**config.mk**
```make
export PLATFORM = sky130hd
export DESIGN_NAME = mouse_device_sm
export DESIGN_NICKNAME = d
export VERILOG_FILES = /design/src/rtl/mouse_device_sm.sv
export SDC_FILE = /design/constraint.sdc
export NUM_CORES = 1
export LEC_CHECK = 0
export ABC_AREA = 1
export BUFFER_PORTS_ARGS = -buffer_cell sky130_fd_sc_hd__buf_2
export CORE_MARGIN = 1.5
export CORE_UTILIZATION = 59
export CTS_CLUSTER_SIZE = 20
export DETAILED_ROUTE_END_ITERATION = 10
export HOLD_SLACK_MARGIN = 0.05
export PLACE_DENSITY = 0.85
export SLEW_MARGIN = 20
export SYNTH_ARGS = -nofsm -noshare
export SYNTH_HDL_FRONTEND = slang
export SYNTH_SLANG_ARGS = --single-unit
```
**constraint.sdc**
```tcl
create_clock -name CLK -period 2.15 [get_ports CLK]
set_clock_uncertainty 0.2 [all_clocks]
set_input_delay 0.215 -clock CLK [delete_from_list [all_inputs] [get_ports CLK]]
set_output_delay 0.215 -clock CLK [all_outputs]
set_load 0.005 [all_outputs]
```
**src/rtl/mouse_device_sm.sv**
```systemverilog
// -----------------------------------------------------------------------------
// mouse_device_sm
//
// Byte-level PS/2 mouse device emulator. Sits behind a device-side PS/2 byte
// transmitter/receiver pair and answers host commands: reset/BAT (FF), enable
// (F4), disable (F5), set defaults (F6), set sample rate (F3 + argument), get
// device ID (F2), and the IntelliMouse 200/100/80 rate-sequence unlock. While
// streaming is enabled, it sends 3-byte packets, or 4-byte packets in
// IntelliMouse mode, built from a movement source.
//
// Ports:
//   CLK, RESET          clock; synchronous active-high reset
//   RX_READ_ENABLE  o   high while a host byte will be accepted
//   RX_BYTE_READY   i   one-cycle pulse, RX_BYTE/RX_ERROR valid
//   RX_BYTE         i   received host byte
//   RX_ERROR        i   00 = ok, nonzero = parity/framing error
//   TX_SEND_BYTE    o   one-cycle pulse, start sending TX_BYTE
//   TX_BYTE         o   byte being sent, held until TX_BYTE_SENT
//   TX_BYTE_SENT    i   one-cycle pulse, byte fully sent
//   MOVE_VALID      i   movement sample available
//   MOVE_STATUS     i   buttons/sign/overflow (bit3 forced to 1 on output)
//   MOVE_DX/DY/DZ   i   movement deltas
//   MOVE_ACCEPT     o   one-cycle pulse when the sample is latched
//   STREAMING       o   data reporting enabled
//   INTELLI_MODE    o   device ID 03, 4-byte packets
//   SAMPLE_RATE     o   last accepted sample rate
// -----------------------------------------------------------------------------
module mouse_device_sm #(
  parameter int unsigned BAT_DELAY    = 1000,
  parameter logic [7:0]  DEFAULT_RATE = 8'h64
) (
  input  logic       CLK,
  input  logic       RESET,
  output logic       RX_READ_ENABLE,
  input  logic       RX_BYTE_READY,
  input  logic [7:0] RX_BYTE,
  input  logic [1:0] RX_ERROR,
  output logic       TX_SEND_BYTE,
  output logic [7:0] TX_BYTE,
  input  logic       TX_BYTE_SENT,
  input  logic       MOVE_VALID,
  input  logic [7:0] MOVE_STATUS,
  input  logic [7:0] MOVE_DX,
  input  logic [7:0] MOVE_DY,
  input  logic [7:0] MOVE_DZ,
  output logic       MOVE_ACCEPT,
  output logic       STREAMING,
  output logic       INTELLI_MODE,
  output logic [7:0] SAMPLE_RATE
);

  typedef enum logic [2:0] {
    ST_BAT_WAIT,
    ST_IDLE,
    ST_ARG_WAIT,
    ST_SEND,
    ST_WAIT_SENT
  } state_e;

  localparam logic [31:0] BAT_LAST    = 32'(BAT_DELAY - 1);
  localparam logic [23:0] UNLOCK_SEQ  = 24'hC8_64_50;

  state_e           state_q, state_d;
  state_e           ret_q, ret_d;        // where to go once the response drains
  logic [31:0]      cnt_q, cnt_d;        // BAT delay counter
  logic [2:0][7:0]  q_q, q_d;            // response queue, entry 0 is the head
  logic [1:0]       qcnt_q, qcnt_d;
  logic [3:0][7:0]  pkt_q, pkt_d;        // latched movement packet, entry 0 first
  logic [1:0]       pkt_idx_q, pkt_idx_d;
  logic [1:0]       pkt_last_q, pkt_last_d;
  logic             pkt_act_q, pkt_act_d;
  logic [15:0]      hist_q, hist_d;      // last two set-rate arguments, [7:0] newest
  logic             stream_q, stream_d;
  logic             intelli_q, intelli_d;
  logic [7:0]       rate_q, rate_d;
  logic             rx_en_q, rx_en_d;
  logic             tx_send_q, tx_send_d;
  logic [7:0]       tx_byte_q, tx_byte_d;
  logic             move_acc_q, move_acc_d;

  logic             rx_take;
  logic [23:0]      new_hist;

  assign rx_take  = RX_BYTE_READY && rx_en_q;
  assign new_hist = {hist_q, RX_BYTE};

  always_comb begin
    // NOTE: every _d signal takes its hold value first, so no branch of the
    // case below can leave one unassigned and infer a latch.
    state_d    = state_q;
    ret_d      = ret_q;
    cnt_d      = cnt_q;
    q_d        = q_q;
    qcnt_d     = qcnt_q;
    pkt_d      = pkt_q;
    pkt_idx_d  = pkt_idx_q;
    pkt_last_d = pkt_last_q;
    pkt_act_d  = pkt_act_q;
    hist_d     = hist_q;
    stream_d   = stream_q;
    intelli_d  = intelli_q;
    rate_d     = rate_q;
    tx_byte_d  = tx_byte_q;
    tx_send_d  = 1'b0;
    move_acc_d = 1'b0;

    case (state_q)
      ST_BAT_WAIT: begin
        if (cnt_q == BAT_LAST) begin
          q_d     = {8'h00, 8'h00, 8'hAA};
          qcnt_d  = 2'd2;
          ret_d   = ST_IDLE;
          state_d = ST_SEND;
        end else begin
          cnt_d = cnt_q + 32'd1;
        end
      end

      ST_IDLE, ST_ARG_WAIT: begin
        if (rx_take) begin
          // Most outcomes are a single FA followed by IDLE; branches override.
          state_d = ST_SEND;
          q_d     = {8'h00, 8'h00, 8'hFA};
          qcnt_d  = 2'd1;
          ret_d   = ST_IDLE;
          if (RX_ERROR != 2'b00) begin
            q_d[0] = 8'hFE;
            ret_d  = state_q;
          end else if (RX_BYTE == 8'hFF) begin
            stream_d  = 1'b0;
            intelli_d = 1'b0;
            rate_d    = DEFAULT_RATE;
            hist_d    = '0;
            cnt_d     = '0;
            ret_d     = ST_BAT_WAIT;
          end else if (state_q == ST_ARG_WAIT) begin
            rate_d = RX_BYTE;
            hist_d = new_hist[15:0];
            if (new_hist == UNLOCK_SEQ) intelli_d = 1'b1;
          end else begin
            case (RX_BYTE)
              8'hF4: stream_d = 1'b1;
              8'hF5: stream_d = 1'b0;
              8'hF6: begin
                stream_d = 1'b0;
                rate_d   = DEFAULT_RATE;
              end
              8'hF3: ret_d = ST_ARG_WAIT;
              8'hF2: begin
                q_d[1] = intelli_q ? 8'h03 : 8'h00;
                qcnt_d = 2'd2;
              end
              default: q_d[0] = 8'hFE;
            endcase
          end
        end else if ((state_q == ST_IDLE) && stream_q && MOVE_VALID && !RX_BYTE_READY) begin
          // Packet length is fixed here, so a mode change cannot alter a
          // packet already under way.
          pkt_d      = {MOVE_DZ, MOVE_DY, MOVE_DX, MOVE_STATUS | 8'h08};
          pkt_last_d = intelli_q ? 2'd3 : 2'd2;
          pkt_idx_d  = 2'd0;
          pkt_act_d  = 1'b1;
          move_acc_d = 1'b1;
          ret_d      = ST_IDLE;
          state_d    = ST_SEND;
        end
      end

      ST_SEND: begin
        tx_send_d = 1'b1;
        tx_byte_d = pkt_act_q ? pkt_q[pkt_idx_q] : q_q[0];
        state_d   = ST_WAIT_SENT;
      end

      ST_WAIT_SENT: begin
        if (TX_BYTE_SENT) begin
          if (pkt_act_q) begin
            if (pkt_idx_q == pkt_last_q) begin
              pkt_act_d = 1'b0;
              state_d   = ret_q;
            end else begin
              pkt_idx_d = pkt_idx_q + 2'd1;
              state_d   = ST_SEND;
            end
          end else begin
            q_d     = {8'h00, q_q[2], q_q[1]};
            qcnt_d  = qcnt_q - 2'd1;
            state_d = (qcnt_q == 2'd1) ? ret_q : ST_SEND;
          end
        end
      end

      default: begin
        state_d = ST_BAT_WAIT;
        cnt_d   = '0;
      end
    endcase

    rx_en_d = (state_d == ST_IDLE) || (state_d == ST_ARG_WAIT);
  end

  // NOTE: sequential state uses non-blocking assignments only, so every
  // register samples the values of the previous cycle regardless of order.
  always_ff @(posedge CLK) begin
    if (RESET) begin
      state_q    <= ST_BAT_WAIT;
      ret_q      <= ST_IDLE;
      cnt_q      <= '0;
      // NOTE: the queue and packet storage are cleared as well, so TX_BYTE can
      // never expose an undefined byte after reset.
      q_q        <= '0;
      qcnt_q     <= '0;
      pkt_q      <= '0;
      pkt_idx_q  <= '0;
      pkt_last_q <= '0;
      pkt_act_q  <= 1'b0;
      hist_q     <= '0;
      stream_q   <= 1'b0;
      intelli_q  <= 1'b0;
      rate_q     <= DEFAULT_RATE;
      rx_en_q    <= 1'b0;
      tx_send_q  <= 1'b0;
      tx_byte_q  <= 8'h00;
      move_acc_q <= 1'b0;
    end else begin
      state_q    <= state_d;
      ret_q      <= ret_d;
      cnt_q      <= cnt_d;
      q_q        <= q_d;
      qcnt_q     <= qcnt_d;
      pkt_q      <= pkt_d;
      pkt_idx_q  <= pkt_idx_d;
      pkt_last_q <= pkt_last_d;
      pkt_act_q  <= pkt_act_d;
      hist_q     <= hist_d;
      stream_q   <= stream_d;
      intelli_q  <= intelli_d;
      rate_q     <= rate_d;
      rx_en_q    <= rx_en_d;
      tx_send_q  <= tx_send_d;
      tx_byte_q  <= tx_byte_d;
      move_acc_q <= move_acc_d;
    end
  end

  assign RX_READ_ENABLE = rx_en_q;
  assign TX_SEND_BYTE   = tx_send_q;
  assign TX_BYTE        = tx_byte_q;
  assign MOVE_ACCEPT    = move_acc_q;
  assign STREAMING      = stream_q;
  assign INTELLI_MODE   = intelli_q;
  assign SAMPLE_RATE    = rate_q;

endmodule

```
# After elaboration in Yosys (flattened, before gate mapping)
# Index checks and enable logic that the tools add are counted.
# op_classes
magnitude_cmp	1
n_eq_ne	29
n_reduce_logical	30
mux	71
n_addsub	3
n_bitwise	4
# op_table
operator	count
2-to-1 mux 32 bit	4
2-to-1 mux 24 bit	4
case mux 32 bit (3 select lines)	1
case mux 24 bit (3 select lines)	1
2-to-1 mux 16 bit	4
2-to-1 mux 8 bit	7
equality test 8 bit, second input constant	6
2-to-1 mux 2 bit	18
2-to-1 mux 3 bit	12
adder 32 x 1 -> 32 bit, second input constant	1
equality test 32 x 10 -> 1 bit, second input constant	1
equality test 24 bit, second input constant	1
inequality test 2 bit, second input constant	12
AND reduction 5 bit	4
binary-select mux 8 bit (select 2 bit)	1
2-to-1 mux 1 bit	13
case mux 3 bit (4 select lines)	1
AND reduction 4 bit	3
nonzero test 2 bit	5
equality test 3 x 2 -> 1 bit, second input constant	3
nonzero test 3 bit	3
equality test 3 x 1 -> 1 bit, second input constant	2
case mux 2 bit (3 select lines)	1
case mux 3 bit (2 select lines)	1
other kinds (19)	29
# totals
word_cells	160
register_bits	138

# Longest topological paths before layout
# logic_depth
depth_word	9
depth_mapped	11
mapped_depth_nobuf	11

# Least setup slack after synthesis
# OpenSTA, ideal clock, no wires.
# synth_timing
kind	register to register
start	register cnt_q[0]
end	register cnt_q[5]
slack_ps	335
stages_incl_launch_ff	11
required_time_ps	1879
synth_period_minus_slack_ps	1815
arrival_ps	1544
path_cell_list	dfxtp_1 -> ha_1 -> nand2_1 -> nor2_1 -> nand2_1 -> nor2_2 -> nand3_4 -> nand2_4 -> buf_6 -> nand2_1 -> a21oi_1
# synth_via
elab_chain_len	3
elab_cells_between_ends	6
cone_classes	add/sub (1); eq/ne (2); mux (2); reduce/logical (1)
# synth_rtl
item	line_no	source
start: declaration	65	logic [31:0] cnt_q, cnt_d;
start signal: assignment	228	cnt_q <= cnt_d;
adder 32 x 1 -> 32 bit or equality test 32 x 10 -> 1 bit (tied branches)	115, 109	
2-to-1 mux 32 bit or inequality test 2 bit (tied branches)	n/a	
case mux 32 bit (3 select lines) or AND reduction 5 bit (tied branches)	n/a	
# Parallel ways exist; a longest one is shown, timed or not. The select of a mux whose other input is x is not followed.
# A chain may end at the register's enable or synchronous reset.

# Final worst setup path
# layout_timing
start	register stream_q, in the netlist STREAMING
end	register pkt_q[18] (netlist name)
# layout_via
elab_chain_len	4
# layout_rtl
item	line_no	source
start: declaration	73	logic stream_q, stream_d;
start signal: assignment	236	stream_q <= stream_d;
logical AND 1 bit (3 in a row)	156	end else if ((state_q == ST_IDLE) && stream_q && MOVE_VALID && !RX_BYTE_READY) begin
AND reduction 3 bit (no source line)	n/a	
end signal: assignment	231	pkt_q <= pkt_d;
end: declaration	68	logic [3:0][7:0] pkt_q, pkt_d;
# No other way between the ends.

==> flow_summary.toml <==
[placed_design]
dp_hpwl_microns = 10090
io_buffers = 66
gp_congestion = 0.9247

[finish]
final_cell_mix = "nand2_1 (216), nor2_1 (161), dfxtp_1 (118)"
fin_util = 0.7667
layout_commonest_cell = "nand2_1"
seqCellArea_sq_um = 2384
antenna_cells = 0
multiInputGateArea_sq_um = 3286
layout-drive-gt1-share = 0.1532
synthToLayoutAreaGrowth_pct = 24.43
final_nets = 1075
n_fill_cell = 699

[routing]
vias = 6395
route.detailed.drc = 0
wl_microns = 16910
post_drt_wl_per_cell_microns = 14.44
drt_iter0_drc = 446
route.detailed.vias_per_inst = 5.461
drt.antenna.violating_nets = 0
first_pass_iters = 7

[timing]
min_period_over_period = 0.9795
slew_headroom = 0.5268
period_needed_ns = 2.106
worst_slew_pin_slew_ns = 0.7098
maxSlewViolCount = 0
finalSetupViolCount = 0
hold_viol = 0
rsz0062_at_grt = "true"
fmax_mhz = 474.8
holdWs_ns = 0.2501

[logic_synthesis]
synth_top_area_share = 0.3919
yosysWarnings = 0
yosysTopAreaCell = "dfxtp_1"
synth_xor_area_frac = 0.01441
synth_area_leaders = "dfxtp_1 (39%), nand2_1 (13%), nor2_1 (9.9%)"
synth-seq-area-share = 0.3919
synth-compound-area-share = 0.1464
synth_adder_area_share = 0.004117
synthesis.nets = 959
yosysUniqueCellTypes = 34
synth_top_family_by_area = "simple AND/OR/NAND/NOR gates"
synthMuxAreaShare = 0
synth_cells = 910
synth_area_sq_um = 6078
synth.avg_cell_area_sq_um = 6.679
ys_ff_latch = 119
yosys.area_share.simple = 0.3730

[global_route]
grt_util_all_layers = 0.3153
met1_usage = 0.3786
grt_pass1_wl_microns = 27720
gr-usage-met3 = 0.06516
use_met2 = 0.5371
gr-max-usage-layer = "met2"
antenna_found_initial = 0
grt_pass1_vias = 5997
overflow = 0
grt_start_max_net_pins = 67

[critical_path]
path_max_fanout = 38
critical_path_class = "reg2reg"
cp_data_required_time_ns = 2.37
start_kind = "flip-flop"
arrival_ns = 2.33
crit_path_end_kind = "flip-flop"

[power]
p_total_mw = 5.052
p_leak_nw = 3.128
ir_drop_uv = 681.3
powerDensity_nw_per_um2 = 667.9

[floorplan]
start_util = 0.6162
core-area_sq_um = 9864
rows = 36
die_h_microns = 104.5
ios = 68
die_x_microns = 104.5
die_area_sq_um = 10920

[status]
run_status = "completed"

[cts]
clock-sinks = 119
cts_tree = "built"
clk_pin_slew_worst_paths_ns = 0.06
insertion_delay_ns = 0.54
numCtsBuffers = 17
ctsHtreeMaxLevel = 4
cts_root_buffer = "clkbuf_8"
cts_buffer_depth = 2

[run]
max_cap_violations = 0

[min_path]
hold_class = "reg2reg"
## registers in the layout, summed over array words and instances, names as in the netlist
register	count
RX_READ_ENABLE	1
hist_q	16
qcnt_q	2
MOVE_ACCEPT	1
cnt_q	32
pkt_idx_q	2
INTELLI_MODE	1
TX_SEND_BYTE	1
state_q	3
STREAMING	1
TX_BYTE	8
ret_q	3
SAMPLE_RATE	8
pkt_q	32
q_q	6
pkt_act_q	1
pkt_last_q	1
## worst max-delay path, cell delays in order (launching register included)
cell	delay, ns
dfxtp_1	0.35
nand2_1	0.08
nor2_1	0.10
dlygate4sd3_1	0.58
nand2_2	0.11
buf_4	0.26
o21ai_0	0.24
nor2_1	0.08
## Yosys cell counts
| library cell | instances |
|---|---|
| clkbuf_1 | 19 |
| a31oi_1 | 2 |
| xor2_1 | 6 |
| nand3_4 | 2 |
| nor2_1 | 161 |
| nand2_2 | 11 |
| o21ai_0 | 71 |
| inv_2 | 7 |
| nand3_2 | 4 |
| o22ai_1 | 6 |
| nand3b_1 | 4 |
| nand4_1 | 5 |
| nor2_4 | 6 |
| nor3b_1 | 2 |
| nand2_4 | 5 |
| xnor2_1 | 4 |
| a21o_1 | 4 |
| nand2_1 | 216 |
| inv_1 | 60 |
| nor2_8 | 2 |
| o21a_1 | 1 |
| ha_1 | 2 |
| or2_2 | 5 |
| nand3_1 | 71 |
| nor3_4 | 1 |
| buf_6 | 5 |
| dfxtp_1 | 119 |
| nor2_2 | 4 |
| a21oi_2 | 1 |
| buf_2 | 7 |
| o21bai_1 | 1 |
| inv_4 | 2 |
| a21oi_1 | 86 |
| nor3_1 | 8 |
## timing repair
action | 4_1_cts | 5_1_grt
setup buffers | 0 | 0
resized for setup | 0 | 16
hold buffers | 46 | 0
endpoints found under the hold margin | 57 | 0
setup endpoints to repair | 0 | 48
## layer usage
| metal | up-vias | wire, microns |
|---|---|---|
| met5 | - | 0 |
| met4 | 0 | 527 |
| met3 | 42 | 1013 |
| met2 | 241 | 8327 |
| met1 | 2922 | 7045 |
| li1 | 3190 | - |
## where the power goes
| part | internal, mW | total, mW | switching [mW] | leakage, nW |
|---|---|---|---|---|
| Clock | 1.63 | 2.62 | 0.989 | 0.259 |
| Combinational | 0.109 | 0.214 | 0.105 | 1.91 |
| Sequential | 2.21 | 2.22 | 0.00533 | 0.959 |
## kinds of logic (layout without fill, tap and decap cells)
family,Yosys count,after routing
compound gates,172,172
xor+xnor,10,10
buf+inv,100,228
simple gates,507,507
flops,119,119
fa+ha+maj,2,2
## final timing paths
kind / start / to / slack [ns] / cells after the start
min: pkt_q[13]$_SDFFE_PP0P_ / pkt_q[13]$_SDFFE_PP0P_ / 0.25 / 2
max: STREAMING$_SDFFE_PP0P_ / pkt_q[18]$_SDFFE_PP0P_ / 0.04 / 7
max reg2reg: STREAMING$_SDFFE_PP0P_ / pkt_q[18]$_SDFFE_PP0P_ / 0.04 / 7
min reg2reg: pkt_q[13]$_SDFFE_PP0P_ / pkt_q[13]$_SDFFE_PP0P_ / 0.25 / 2
## per-stage QoR
| step | instances | worst slack, ns | area, sq um | setup TNS [ns] |
|---|---|---|---|---|
| 2_1_floorplan | 910 | 0.3353 | 6078 | 0 |
| 3_3_place_gp | 1094 | 0.2382 | 6545 | 0 |
| 3_5_place_dp | 1094 | 0.2042 | 6545 | 0 |
| 4_1_cts | 1171 | 0.1045 | 7542 | 0 |
| 5_1_grt | 1171 | -0.07016 | 7564 | -1.336 |
| 6_report | 1171 | 0.04404 | 7564 | 0 |
## final cells by class
cell class                      count  area share
Tap cell                          133     0.02200
Clock buffer                       22     0.05724
Timing Repair Buffer              128      0.1226
Inverter                           69     0.03490
Multi-Input combinational cell    691      0.4344
Sequential cell                   119      0.3151
Clock inverter                      9     0.01373
(Power assumes the default switching activity.)
